<file path="src/rtl/pri_enc_64b.sv">
// 64-to-6 priority encoder, two pipeline levels: eight 8-bit group encoders, then a group select.
// An init_i/done_o strobe travels alongside the data; data_o/zero_o hold the last result between strobes.
module pri_enc_64b #(
    parameter logic OUT_REG      = 1'b1,
    parameter logic PRIORITY_MSB = 1'b0
) (
    input  logic        clk_i,
    input  logic        rst_i,
    input  logic        init_i,
    input  logic [63:0] data_i,
    output logic        done_o,
    output logic        zero_o,
    output logic [5:0]  data_o
);

    logic       s1_valid;
    logic       s1_loaded;
    logic [7:0] grp_any;
    logic [2:0] grp_idx [8];

    logic [2:0] sel;
    logic       none_set;
    logic       s2_zero;
    logic [5:0] s2_data;

    // The last set bit visited wins, so the scan direction decides the priority.
    function automatic logic [2:0] pick8(input logic [7:0] vec);
        logic [2:0] idx;
        idx = 3'd0;
        if (PRIORITY_MSB) begin
            for (int i = 0; i < 8; i++) begin
                if (vec[i]) idx = 3'(i);
            end
        end else begin
            for (int i = 7; i >= 0; i--) begin
                if (vec[i]) idx = 3'(i);
            end
        end
        return idx;
    endfunction

    always_ff @(posedge clk_i or posedge rst_i) begin
        if (rst_i) begin
            s1_valid  <= 1'b0;
            s1_loaded <= 1'b0;
            grp_any   <= 8'd0;
            for (int g = 0; g < 8; g++) begin
                grp_idx[g] <= 3'd0;
            end
        end else begin
            s1_valid <= init_i;
            if (init_i) begin
                s1_loaded <= 1'b1;
                for (int g = 0; g < 8; g++) begin
                    grp_any[g] <= |data_i[8*g +: 8];
                    grp_idx[g] <= pick8(data_i[8*g +: 8]);
                end
            end
        end
    end

    // s1_loaded keeps zero_o low after reset until a real sample has been encoded.
    always_comb begin
        sel      = pick8(grp_any);
        none_set = ~|grp_any;
        s2_zero  = s1_loaded & none_set;
        s2_data  = none_set ? 6'd0 : {sel, grp_idx[sel]};
    end

    if (OUT_REG) begin : g_out_reg
        logic       done_r;
        logic       zero_r;
        logic [5:0] data_r;

        always_ff @(posedge clk_i or posedge rst_i) begin
            if (rst_i) begin
                done_r <= 1'b0;
                zero_r <= 1'b0;
                data_r <= 6'd0;
            end else begin
                done_r <= s1_valid;
                if (s1_valid) begin
                    zero_r <= s2_zero;
                    data_r <= s2_data;
                end
            end
        end

        assign done_o = done_r;
        assign zero_o = zero_r;
        assign data_o = data_r;
    end else begin : g_comb_out
        assign done_o = s1_valid;
        assign zero_o = s2_zero;
        assign data_o = s2_data;
    end

endmodule
</file>
<file path="config.mk">
export PLATFORM = sky130hd
export DESIGN_NAME = pri_enc_64b
export DESIGN_NICKNAME = d
export VERILOG_FILES = /design/src/rtl/pri_enc_64b.sv
export SDC_FILE = /design/constraint.sdc
export NUM_CORES = 1
export LEC_CHECK = 0
export CORE_MARGIN = 10
export CORE_UTILIZATION = 35
export DETAILED_ROUTE_END_ITERATION = 8
export PLACE_DENSITY = 0.73
export SETUP_SLACK_MARGIN = 0.2
export SLEW_MARGIN = 20
export SYNTH_ARGS = -nofsm -noshare
export SYNTH_HDL_FRONTEND = slang
export SYNTH_SLANG_ARGS = --single-unit
export TNS_END_PERCENT = 30
</file>
<file path="constraint.sdc">
create_clock -name clk_i -period 2.1 [get_ports clk_i]
set_input_delay 0.21 -clock clk_i [delete_from_list [all_inputs] [get_ports clk_i]]
set_output_delay 0.21 -clock clk_i [all_outputs]
set_load 0.02 [all_outputs]
</file>
* After elaboration in Yosys (flattened, before gate mapping) *
Cells that the tools add are included.

word-level totals
  bits in registers = 42
  bits of input ports = 67
  output and inout bits = 8
  word-level logic and storage cells = 103

cells by class
  $lt $le $gt $ge = 1
  multiplexer cells = 76
  bitwise logic cells = 2
  reduce and logical (&&, ||, !) cells = 10

operators with widths
  operator                                                   count
  two-way mux 3 bit                                          74
  OR reduction 8 bit                                         9
  binary-select mux 3 bit (select 3 bit)                     1
  two-way mux 6 bit                                          1
  greater-or-equal comparator 4 bit (second input constant)  1
  NOT 3 -> 4 bit                                             1
  AND 1 bit                                                  1
  zero test 1 bit                                            1

* Longest topological paths before layout *
  depth after elaboration = 13
  gate-level depth with buffers = 7
  mapped depth without buffers = 6

* Least setup slack after synthesis *
No wires, ideal clock.

  path type = reg2reg
  from = register grp_any[3]
  to = register g_out_reg.data_r[2], in the netlist data_o[2]
  library setup time = 0.104 ns
  data arrival time = 1.556 ns
  slack = 0.440 ns
  stages on the path, launching flop included = 8
  path buffers = 1
  cell sequence = dfrtp_1 > nor2b_1 > o21bai_2 > o41a_1 > buf_6 > mux2i_1 > o22ai_1 > o41ai_2

between the ends
  cells in the longest elaborated chain, start to end = 9
  elaborated cells between the ends (all ways) = 10
  those cells by class = mux: 8; bitwise: 1; reduce/logical: 1

RTL lines
  element                                                line  text
  start, declared                                        18    logic [7:0] grp_any;
  start signal, assigned by index                        55    grp_any[g] <= |data_i[8*g +: 8];
  two-way mux 3 bit (4 in series)                        36    if (vec[i]) idx = 3'(i);
  NOT 3 -> 4 bit (implied by the code)                   67    s2_data = none_set ? 6'd0 : {sel, grp_idx[sel]};
  binary-select mux 3 bit (select 3 bit)                 67
  two-way mux 3 bit (implied by the code) (2 in series)  67
  two-way mux 6 bit *                                    67
  end signal, assigned                                   84    data_r <= s2_data;
  end, declared                                          73    logic [5:0] data_r;

Mark *: on every way between the ends. The rest lies on a longest branch, timed or not. The select of a mux whose other input is x is not followed.
A chain may end at the register's enable or synchronous reset.

* Final worst setup path *
  from = register grp_any[3]
  to = register g_out_reg.data_r[0], in the netlist data_o[0]

Same word-level chain as after synthesis.

==> qor.txt <==
Status: finished clean
Routability cong.: 0.879
CTS Buffer Depth: 2
DR pass1 iterations: 4
Root buf cell: clkbuf_8
CORE AREA: 6390 um2
Setup TNS Final: 0 ns
Distinct cells, synth: 31
PwrDens: 535 nW/um2
Hold Path Cell Cnt: 1
Skew final: 0.00530 ns
Clock Sinks: 42
Die footprint: 10,300 um2
Pint: 1310 uW
Delay-heaviest family, CP: compound AO/OA/AOI/OAI gates
Sw frac: 0.257
CP startpoint kind: flop
Commonest non-fill, non-tap cell in the layout: clkdlybuf4s50_1
Largest net degree at the start of global routing: 43
Yosys reg bits: 42
XOR/XNOR share of the synthesized area: 0
Clk pwr share: 0.307
Initial antenna violation count: 0
Compound-Gate Fraction of Synth Area: 0.221
Sequential share of power: 0.500
Via-to-Cell Ratio: 5.20
CTS clk-pin slew, worst paths: 0.08 ns
Levels on crit path: 8
Hold WC Path Type: input pin to flop
Setup Viol. Count Final: 0
H-Tree Depth: 2
Starting density of the core: 0.364
Final global-route overflow total: 0
Comb pwr share: 0.193
Slew HR: 0.653
WS Path Type: flop to flop
Hold buffers post-CTS: 0
TritonCTS clock tree: built
Most frequent cells in the layout: clkdlybuf4s50_1, nor2_1, dfrtp_1, inv_1, nand3_1
Crit path DAT: 2.02 ns
Area Overhead vs Synth: 41.8%
DRC viols: 0
Cell Area, Synth: 2320 um2
Starting DRT DRC Count: 115
Mapped Avg Cell Area: 8.70 um2
Post-synthesis adder-cell area fraction: 0
Sequential-to-total area share from yosys stat: 0.453
Worst reg-to-reg path cell count: 8
Fmax: 544 MHz
Number of max-cap violations: 0
First-pass GRT wire length: 10.1 mm
# fillers: 629
Final ANT Viol Nets: 0
DR vias: 2,220
Die Width: 101 um
CTS Buf Count: 5
Worst path bufs/invs: 2
CP peak stage delay: 0.41 ns
Worst EP required: 2.28 ns
Die Ht: 101 um
Syn Nets: 334
Cell Chain, Critical Path: nor2b_1 -> o21bai_2 -> o41a_1 -> buf_4 -> buf_4 -> mux2_2 -> o22ai_1 -> o32ai_1
Post-synthesis mux area share: 0.0841
Vias in the first global route: 2,195
RSZ-0062 raised after global routing: false
Slew of the pin with the lowest slew margin: 0.520 ns
Post-route clock period utilization: 0.876
Worst-Skew Late Latency: 0.29 ns
Synth area leaders: dfrtp_1, nor2_1, inv_1
Crit. End Element: flop
Peak supply drop: 379 uV
# diodes: 0
Layout cell share with drive strength beyond 1: 0.0943
Rows: 29
Final net count: 416
Minimum clock period: 1.84 ns
Overall routed net length: 6.15 mm
Port bufs: 74
Final hold viol count: 0
Synth Instances: 267
Post-synthesis simple-gate area fraction: 0.168
Final Total Pwr: 1760 uW
Largest family of logic cells by synthesized area: compound AO/OA/AOI/OAI gates
LEAKAGE: 0.00138 uW
Hpwl dp: 4.97 mm
Total Routing Usage GR: 0.119
Crit-path max FO: 4
Largest area contributor in the netlist: dfrtp_1
Yosys top cell area share: 0.453
Switch Pwr: 452 uW
Final Max Slew Viols: 0
Most frequent CP cell: buf_4
Max stage delay cell, worst path: dfrtp_1
Yosys warnings: 0
Drt wl/cell: 14.4 um
# IOs: 75
-- cell usage after synthesis, drive strengths merged --
cell / number
nor2: 49
dfrtp: 42
inv: 37
nand3: 18
a21oi: 17
mux2: 12
o21ai: 12
o22ai: 10
a41oi: 9
nand2: 9
nor4: 9
o21bai: 9
o31ai: 9
clkbuf: 6
mux2i: 6
o2bb2ai: 2
a211oi: 1
a32o: 1
a32oi: 1
buf: 1
nor2b: 1
nor3: 1
o211ai: 1
o32ai: 1
o41a: 1
o41ai: 1
or2: 1
-- cell type report --
cell class | count | area, um2 | area share
multi-input combinational | 181 | 1100 | 0.334
sequential | 42 | 1050 | 0.319
timing repair buffer | 82 | 812 | 0.247
inverter | 37 | 139 | 0.0422
tap | 77 | 96.3 | 0.0293
clock buffer | 6 | 82.6 | 0.0251
clock inverter | 2 | 12.5 | 0.00380
-- per-stage QoR --
stage | std cells | instance area [um2] | utilization | setup slack, ns | hold slack (ns)
after floorplan | 267 | 2320 | - | 0.440 | 0.241
after global placement | 413 | 3150 | 0.493 | 0.198 | 0.450
after detailed placement | 413 | 3150 | 0.493 | 0.0789 | 0.457
after CTS | 424 | 3270 | 0.511 | 0.265 | 0.250
after global routing | 427 | 3290 | 0.515 | 0.178 | 0.269
final | 427 | 3290 | 0.515 | 0.260 | 0.262
-- worst paths after layout --
check                      slack [ns]    endpoint        from
max                              0.26   data_o[0]  grp_any[3]
max reg2reg                      0.26   data_o[0]  grp_any[3]
min                              0.26    s1_valid      init_i
min reg2reg                      0.48   s1_loaded   s1_loaded
min in group asynchronous        0.34   data_o[4]       rst_i
max in group asynchronous        1.40  grp_idx[2]       rst_i
-- what timing repair did --
| item | 4_1_cts | 5_1_grt |
|---|---|---|
| gates resized for setup | 0 | 1 |
| endpoints found under the setup margin | 2 | 1 |
| buffers inserted | 3 | 3 |
| pin swaps | 0 | 2 |
-- cell families (layout without fill, tap and decap cells) --
family	count (synthesis)	in the layout
DFF	42	42
muxes	18	18
buffers and inverters	44	127
and+or+nand+nor	88	88
AOI/OAI and AO/OA	75	75
-- power groups by stage --
stage / clock network [uW] / logic (uW) / registers [uW]
final: 541 / 340 / 880
after global placement: 0 / 334 / 896
after global routing: 585 / 376 / 885
after CTS: 546 / 343 / 880
after detailed placement: 0 / 341 / 896
after floorplan: 0 / 139 / 894
-- worst reg2reg max path, cell delays in order, from the launching register on --
cell and delay, ns:
dfrtp_1 0.41, nor2b_1 0.15, o21bai_2 0.16, o41a_1 0.21
buf_4 0.13, buf_4 0.10, mux2_2 0.33, o22ai_1 0.16
o32ai_1 0.09
-- state kept, by name (all words and copies together), names as in the netlist --
register,flops
zero_o,1
grp_idx,24
done_o,1
s1_valid,1
grp_any,8
s1_loaded,1
data_o,6
-- per-layer routing --
metal  GRT usage  vias up  part of all wire  routed length, um
met5           0        -                 0                  0
met4      0.0182        0            0.0041                 25
met3      0.0456        5             0.059                365
met2       0.206       49              0.51               3110
met1       0.138     1051              0.43               2650
li1            -     1115                 -                  -
(Power assumes the default switching activity.)
